==> src/rtl/rob_pkg.sv <==
// Shared definitions for the ROB commit controller: commit-word field layout,
// entry type codes and controller FSM states.
package rob_pkg;

  // Commit word layout delivered by the entry bank at the head index
  localparam int unsigned COMMIT_W    = 79;
  localparam int unsigned VALUE_LSB   = 0;
  localparam int unsigned VALUE_MSB   = 63;
  localparam int unsigned DONE_BIT    = 64;
  localparam int unsigned FLAGS_LSB   = 65;
  localparam int unsigned FLAGS_MSB   = 68;
  localparam int unsigned FLAGS_V_BIT = 69;
  localparam int unsigned AREG_LSB    = 70;
  localparam int unsigned AREG_MSB    = 74;
  localparam int unsigned TYPE_LSB    = 75;
  localparam int unsigned TYPE_MSB    = 78;

  localparam int unsigned XLEN    = 64;
  localparam int unsigned AREG_W  = 5;
  localparam int unsigned FLAGS_W = 4;
  localparam int unsigned TYPE_W  = 4;

  // Entry type codes; unlisted encodings retire as NOP
  typedef enum logic [TYPE_W-1:0] {
    T_NOP      = 4'd0,
    T_REG      = 4'd1,
    T_BRANCH   = 4'd2,
    T_STORE    = 4'd3,
    T_FLAGS    = 4'd4,
    T_REGFLAGS = 4'd5,
    T_HALT     = 4'd15
  } rob_type_e;

  // Controller state
  typedef enum logic [1:0] {
    ST_RUN    = 2'd0,
    ST_FLUSH  = 2'd1,
    ST_HALTED = 2'd2
  } rob_state_e;

endpackage

==> src/rtl/rob_ptr_ctr.sv <==
// Wrapping ROB pointer: increments modulo 2**W, synchronous clear and reset.
module rob_ptr_ctr #(
  parameter int unsigned W = 4
) (
  input  logic         clk_i,
  input  logic         reset_i,
  input  logic         clr_i,
  input  logic         inc_i,
  output logic [W-1:0] ptr_o
);

  logic [W-1:0] r_ptr;

  // Pointer register; natural W-bit overflow gives the modulo wrap
  always_ff @(posedge clk_i) begin
    if (reset_i || clr_i) begin
      r_ptr <= '0;
    end else if (inc_i) begin
      r_ptr <= r_ptr + W'(1);
    end
  end

  assign ptr_o = r_ptr;

endmodule

==> src/rtl/rob_commit_ctrl.sv <==
// ROB commit controller: owns head/tail/count, grants tail entries to decode,
// retires the head in program order and drives architectural writes and the
// per-entry clears of the entry bank.
module rob_commit_ctrl
  import rob_pkg::*;
#(
  parameter int unsigned ROBsize  = 16,
  parameter int unsigned addrSize = $clog2(ROBsize)
) (
  input  logic                  clk_i,
  input  logic                  reset_i,
  input  logic                  alloc_req_i,
  output logic                  alloc_ready_o,
  output logic                  alloc_fire_o,
  output logic [addrSize-1:0]   alloc_tag_o,
  output logic [addrSize-1:0]   commit_addr_o,
  input  logic [COMMIT_W-1:0]   commit_data_i,
  input  logic [XLEN-1:0]       commit_extra_i,
  output logic [ROBsize-1:0]    rob_resets_o,
  output logic                  rf_we_o,
  output logic [AREG_W-1:0]     rf_waddr_o,
  output logic [XLEN-1:0]       rf_wdata_o,
  output logic                  flags_we_o,
  output logic [FLAGS_W-1:0]    flags_o,
  output logic                  st_we_o,
  output logic [XLEN-1:0]       st_addr_o,
  output logic [XLEN-1:0]       st_data_o,
  output logic                  flush_o,
  output logic                  halted_o,
  output logic [addrSize:0]     count_o
);

  localparam int unsigned CNT_W = addrSize + 1;

  rob_state_e            r_state;
  rob_state_e            w_state_nxt;
  logic [addrSize-1:0]   w_head;
  logic [addrSize-1:0]   w_tail;
  logic [CNT_W-1:0]      r_count;
  logic [TYPE_W-1:0]     w_type;
  logic                  w_run;
  logic                  w_in_flush;
  logic                  w_need_fv;
  logic                  w_commit_fire;
  logic                  w_mispredict;
  logic                  w_halt;
  logic [ROBsize-1:0]    w_head_onehot;

  // Decode of the head entry and the fire conditions
  assign w_type        = commit_data_i[TYPE_MSB:TYPE_LSB];
  assign w_run         = (r_state == ST_RUN) & ~reset_i;
  assign w_in_flush    = (r_state == ST_FLUSH);
  assign w_need_fv     = (w_type == T_FLAGS) | (w_type == T_REGFLAGS);
  assign w_commit_fire = w_run & (r_count != '0) & commit_data_i[DONE_BIT]
                       & (~w_need_fv | commit_data_i[FLAGS_V_BIT]);
  assign w_mispredict  = w_commit_fire & (w_type == T_BRANCH) & commit_data_i[VALUE_LSB];
  assign w_halt        = w_commit_fire & (w_type == T_HALT);

  // Ready ignores a same-cycle commit so the commit path stays out of ready
  assign alloc_ready_o = w_run & (r_count < CNT_W'(ROBsize));
  assign alloc_fire_o  = alloc_req_i & alloc_ready_o;
  assign alloc_tag_o   = w_tail;
  assign commit_addr_o = w_head;
  assign count_o       = r_count;
  assign w_head_onehot = ROBsize'(1) << w_head;

  rob_ptr_ctr #(.W(addrSize)) u_head (
    .clk_i   (clk_i),
    .reset_i (reset_i),
    .clr_i   (w_in_flush),
    .inc_i   (w_commit_fire),
    .ptr_o   (w_head)
  );

  rob_ptr_ctr #(.W(addrSize)) u_tail (
    .clk_i   (clk_i),
    .reset_i (reset_i),
    .clr_i   (w_in_flush),
    .inc_i   (alloc_fire_o),
    .ptr_o   (w_tail)
  );

  // Occupancy: +alloc -commit, emptied by a flush
  always_ff @(posedge clk_i) begin
    if (reset_i || w_in_flush) begin
      r_count <= '0;
    end else begin
      r_count <= r_count + CNT_W'(alloc_fire_o) - CNT_W'(w_commit_fire);
    end
  end

  // FSM state register
  always_ff @(posedge clk_i) begin
    if (reset_i) begin
      r_state <= ST_RUN;
    end else begin
      r_state <= w_state_nxt;
    end
  end

  // FSM next state: mispredict -> one flush cycle, HALT sticks until reset
  always_comb begin
    w_state_nxt = r_state;
    case (r_state)
      ST_RUN: begin
        if (w_mispredict) begin
          w_state_nxt = ST_FLUSH;
        end else if (w_halt) begin
          w_state_nxt = ST_HALTED;
        end
      end
      ST_FLUSH:  w_state_nxt = ST_RUN;
      ST_HALTED: w_state_nxt = ST_HALTED;
      default:   w_state_nxt = ST_RUN;
    endcase
  end

  // FSM outputs: architectural writes for the retiring entry and entry clears
  always_comb begin
    rf_we_o      = 1'b0;
    flags_we_o   = 1'b0;
    st_we_o      = 1'b0;
    rf_waddr_o   = commit_data_i[AREG_MSB:AREG_LSB];
    rf_wdata_o   = commit_data_i[VALUE_MSB:VALUE_LSB];
    flags_o      = commit_data_i[FLAGS_MSB:FLAGS_LSB];
    st_addr_o    = commit_extra_i;
    st_data_o    = commit_data_i[VALUE_MSB:VALUE_LSB];
    flush_o      = w_in_flush & ~reset_i;
    halted_o     = (r_state == ST_HALTED) & ~reset_i;
    rob_resets_o = '0;

    if (w_commit_fire) begin
      case (w_type)
        T_REG:      rf_we_o = 1'b1;
        T_STORE:    st_we_o = 1'b1;
        T_FLAGS:    flags_we_o = 1'b1;
        T_REGFLAGS: begin
          rf_we_o    = 1'b1;
          flags_we_o = 1'b1;
        end
        default: ;
      endcase
    end

    if (reset_i || w_in_flush) begin
      rob_resets_o = '1;
    end else if (w_commit_fire) begin
      rob_resets_o = w_head_onehot;
    end
  end

endmodule
==> config.mk <==
export PLATFORM = sky130hd
export DESIGN_NAME = rob_commit_ctrl
export DESIGN_NICKNAME = d
export VERILOG_FILES = /design/src/rtl/rob_pkg.sv /design/src/rtl/rob_ptr_ctr.sv /design/src/rtl/rob_commit_ctrl.sv
export SDC_FILE = /design/constraint.sdc
export NUM_CORES = 1
export LEC_CHECK = 0
export BUFFER_PORTS_ARGS = -buffer_cell sky130_fd_sc_hd__buf_2
export CELL_PAD_IN_SITES_DETAIL_PLACEMENT = 1
export CELL_PAD_IN_SITES_GLOBAL_PLACEMENT = 2
export CORE_AREA = 2 2 148 150
export DETAILED_ROUTE_END_ITERATION = 8
export DIE_AREA = 0 0 150 152
export HOLD_SLACK_MARGIN = 0.12
export PLACE_DENSITY = 0.82
export SYNTH_ARGS = -nofsm -noshare
export SYNTH_HDL_FRONTEND = slang
export SYNTH_SLANG_ARGS = --single-unit
==> constraint.sdc <==
create_clock -name clk_i -period 4.8 [get_ports clk_i]
set_input_delay 0.96 -clock clk_i [delete_from_list [all_inputs] [get_ports clk_i]]
set_output_delay 0.96 -clock clk_i [all_outputs]
set_load 0.1 [all_outputs]
==> results.ini <==
[floorplanning]
core_area_sq_um=21350
initial_utilization=0.1221
num_io_pins=383
rows=54
die_w_um=150
die_area_sq_um=22800
die_height_um=152

[synth]
synth_nets=500
ys_warn_count=0
syn_avg_cell_area_sq_um=7.665
syn_area_sq_um=2606
ys_seq_area_frac=0.1152
synth_cell_types=31
syn_inst=340
async_flop_share=0
synth_ff_type=dfxtp_1
synth_edf_count=0
yosys_register_bits=15

[clock_network]
cts-root-buf=clkbuf_16
cts-hold-fix-buffers=0
htreeDepth=1
cts_resized=0
cts_max_path_buffers=2
clk_latency_ps=250
numCtsBuffers=3
clock_sinks=15
clk_pin_slew_worst_paths_ps=60
cts_setup_buffers=0
cts_tree=built

[outcome]
status=finished, final reports clean

[sta]
max_freq_mhz=295.3
drv_slew=0
finalSetupTns_ps=0
rsz0062_at_grt=false
setup_violations=0
fin_crit_sh=0.7056
hold_violations=0
timing.hold.ws_ps=491.6
period_minus_slack_ps=3387
relSlewSlack=0.6478
worst_pin_slew_ps=532.0
finClkSkew_ps=6.723

[job]
drv_cap=0

[global_route]
grt_max_degree=20
antenna_found_initial=0
grt_pass1_vias=1457
grt_overflow=0
gr-usage-all-layers=0.06150
grt_pass1_wl_mm=10.01

[drt]
num_vias=1355
drt_iter0_markers=29
wire_per_inst_um=15.82
drc_errors=0
wl_mm=7.370
ant_nets=0
via_per_inst=2.908
drt-pass1-iter-count=4

[placement]
io_buffers=47
gp_congestion=0.7294
dpl.cell_count=462
hpwlAfterDp_mm=6.288

[cells_and_area]
fillers=2613
layout-drive-gt1-share=0.3172
fin_nets=347
n_antenna_cell=0
area_growth_syn_to_layout_pct=-32.79
stdcell_count=466

[setup_path]
worstReg2RegEnd=count_o[4]
worstPathArrival_ps=2430
startpoint_type=primary input
startpoint=reset_i
r2r-start=count_o[3]
path_class=in2out
r2r_setup_slack_ps=1770
r2r_cells=14
critPathCapture=rf_we_o
critPathMaxFanout=19
worst-endpoint-required_ps=3840
cp-end-kind=output port

[power_and_ir_drop]
total_leakage_power_uw=0.0007394
power_density_nw_per_um2=522.0
vdd_drop_max_mv=0.1163

[worst_hold_path]
min_from=u_tail.ptr_o[1]
hold_class=reg2reg

==> layer usage <==
layer / track usage / routed length, um / vias to the layer above
li1: - / - / 565
met4: 0.05840 / 723 / 0
met5: 0 / 0 / -
met1: 0.04636 / 1978 / 552
met2: 0.08806 / 3111 / 159
met3: 0.06036 / 1557 / 79
==> Yosys cell counts (all sizes together), types with 2 or more instances <==
cell type	instances	area, sq um
nor3b	2	15.01
and3	5	31.28
nor2	12	45.04
ha	13	162.7
nand2	14	52.55
nand3	14	70.07
or3	2	12.51
a21oi	5	25.02
dfxtp	15	300.3
a21o	3	22.52
inv	14	52.55
nor2b	3	18.77
o21ai	16	80.08
xor2	4	35.03
clkbuf	4	16.26
buf	202	1514
==> report_power, final <==
group          total, uW  switching (uW)  internal, uW
registers            183            33.5           150
logic                554             426           128
clock network        177            64.2           113
==> sequential cells by signal (all words and copies together), names as in the netlist <==
| register | flops |
|---|---|
| u_tail.ptr_o | 4 |
| count_o | 5 |
| u_head.ptr_o | 4 |
| r_state | 2 |
==> cells by family (layout without fill, tap and decap cells) <==
kind of cell             after synthesis  in the layout  share of synthesized area
flip-flops                            15             15                     0.1152
AO/OA/AOI/OAI                         26             26                    0.05713
buffers and inverters                220             66                     0.6073
XOR/XNOR                               5              5                    0.01680
adder cells (fa/ha/maj)               14             14                    0.07009
AND/OR/NAND/NOR                       60             60                     0.1335
==> critical path: stages <==
cell	delay (ps)
buf_2	150
nor3_4	160
nand4b_4	260
inv_2	260
and3_1	200
buf_2	420
==> cell type report <==
type | instances | area (sq um) | share of cell area
tap | 280 | 350.3 | 0.2000
timing repair buffer | 48 | 242.7 | 0.1386
sequential | 15 | 300.3 | 0.1714
inverter | 14 | 52.55 | 0.03000
clock inverter | 1 | 7.507 | 0.004286
clock buffer | 3 | 75.07 | 0.04286
multi-input combinational | 105 | 723.2 | 0.4129
==> cells in the final DEF, fill, tap and decap left out, types with 2 or more instances in the layout <==
cell       synthesis  layout
and3_1             5       5
nand3_1           14      14
xor2_1             4       4
nor3b_1            2       2
o21ai_0           16      16
a21o_1             3       3
clkbuf_16          0       3
ha_1              13      13
dfxtp_1           15      15
nand2_1           14      14
inv_1             13      13
a21oi_1            5       5
or3_1              2       2
nor2_1            12      12
buf_2              1      47
nor2b_1            3       3
==> through the flow <==
stage	total power [uW]	utilization	setup slack [ps]	cell area, sq um
6_report	914.4	0.08204	1413	1752
3_5_place_dp	750.6	0.07818	1224	1669
4_1_cts	937.8	0.08204	1378	1752
3_3_place_gp	747.9	0.07818	1328	1669
2_1_floorplan	1422	-	-159.7	2606
5_1_grt	980.5	0.08204	1307	1752
==> worst min path at each step <==
stage,endpoint,slack [ps],cells past startpoint
5_1_grt,u_tail.ptr_o[1],520,2
4_1_cts,u_tail.ptr_o[1],500,2
3_3_place_gp,u_tail.ptr_o[1],480,2
2_1_floorplan,u_head.ptr_o[1],740,3
6_report,u_tail.ptr_o[1],490,2
3_5_place_dp,u_tail.ptr_o[1],490,2
Power figures use the tool's default switching activity.
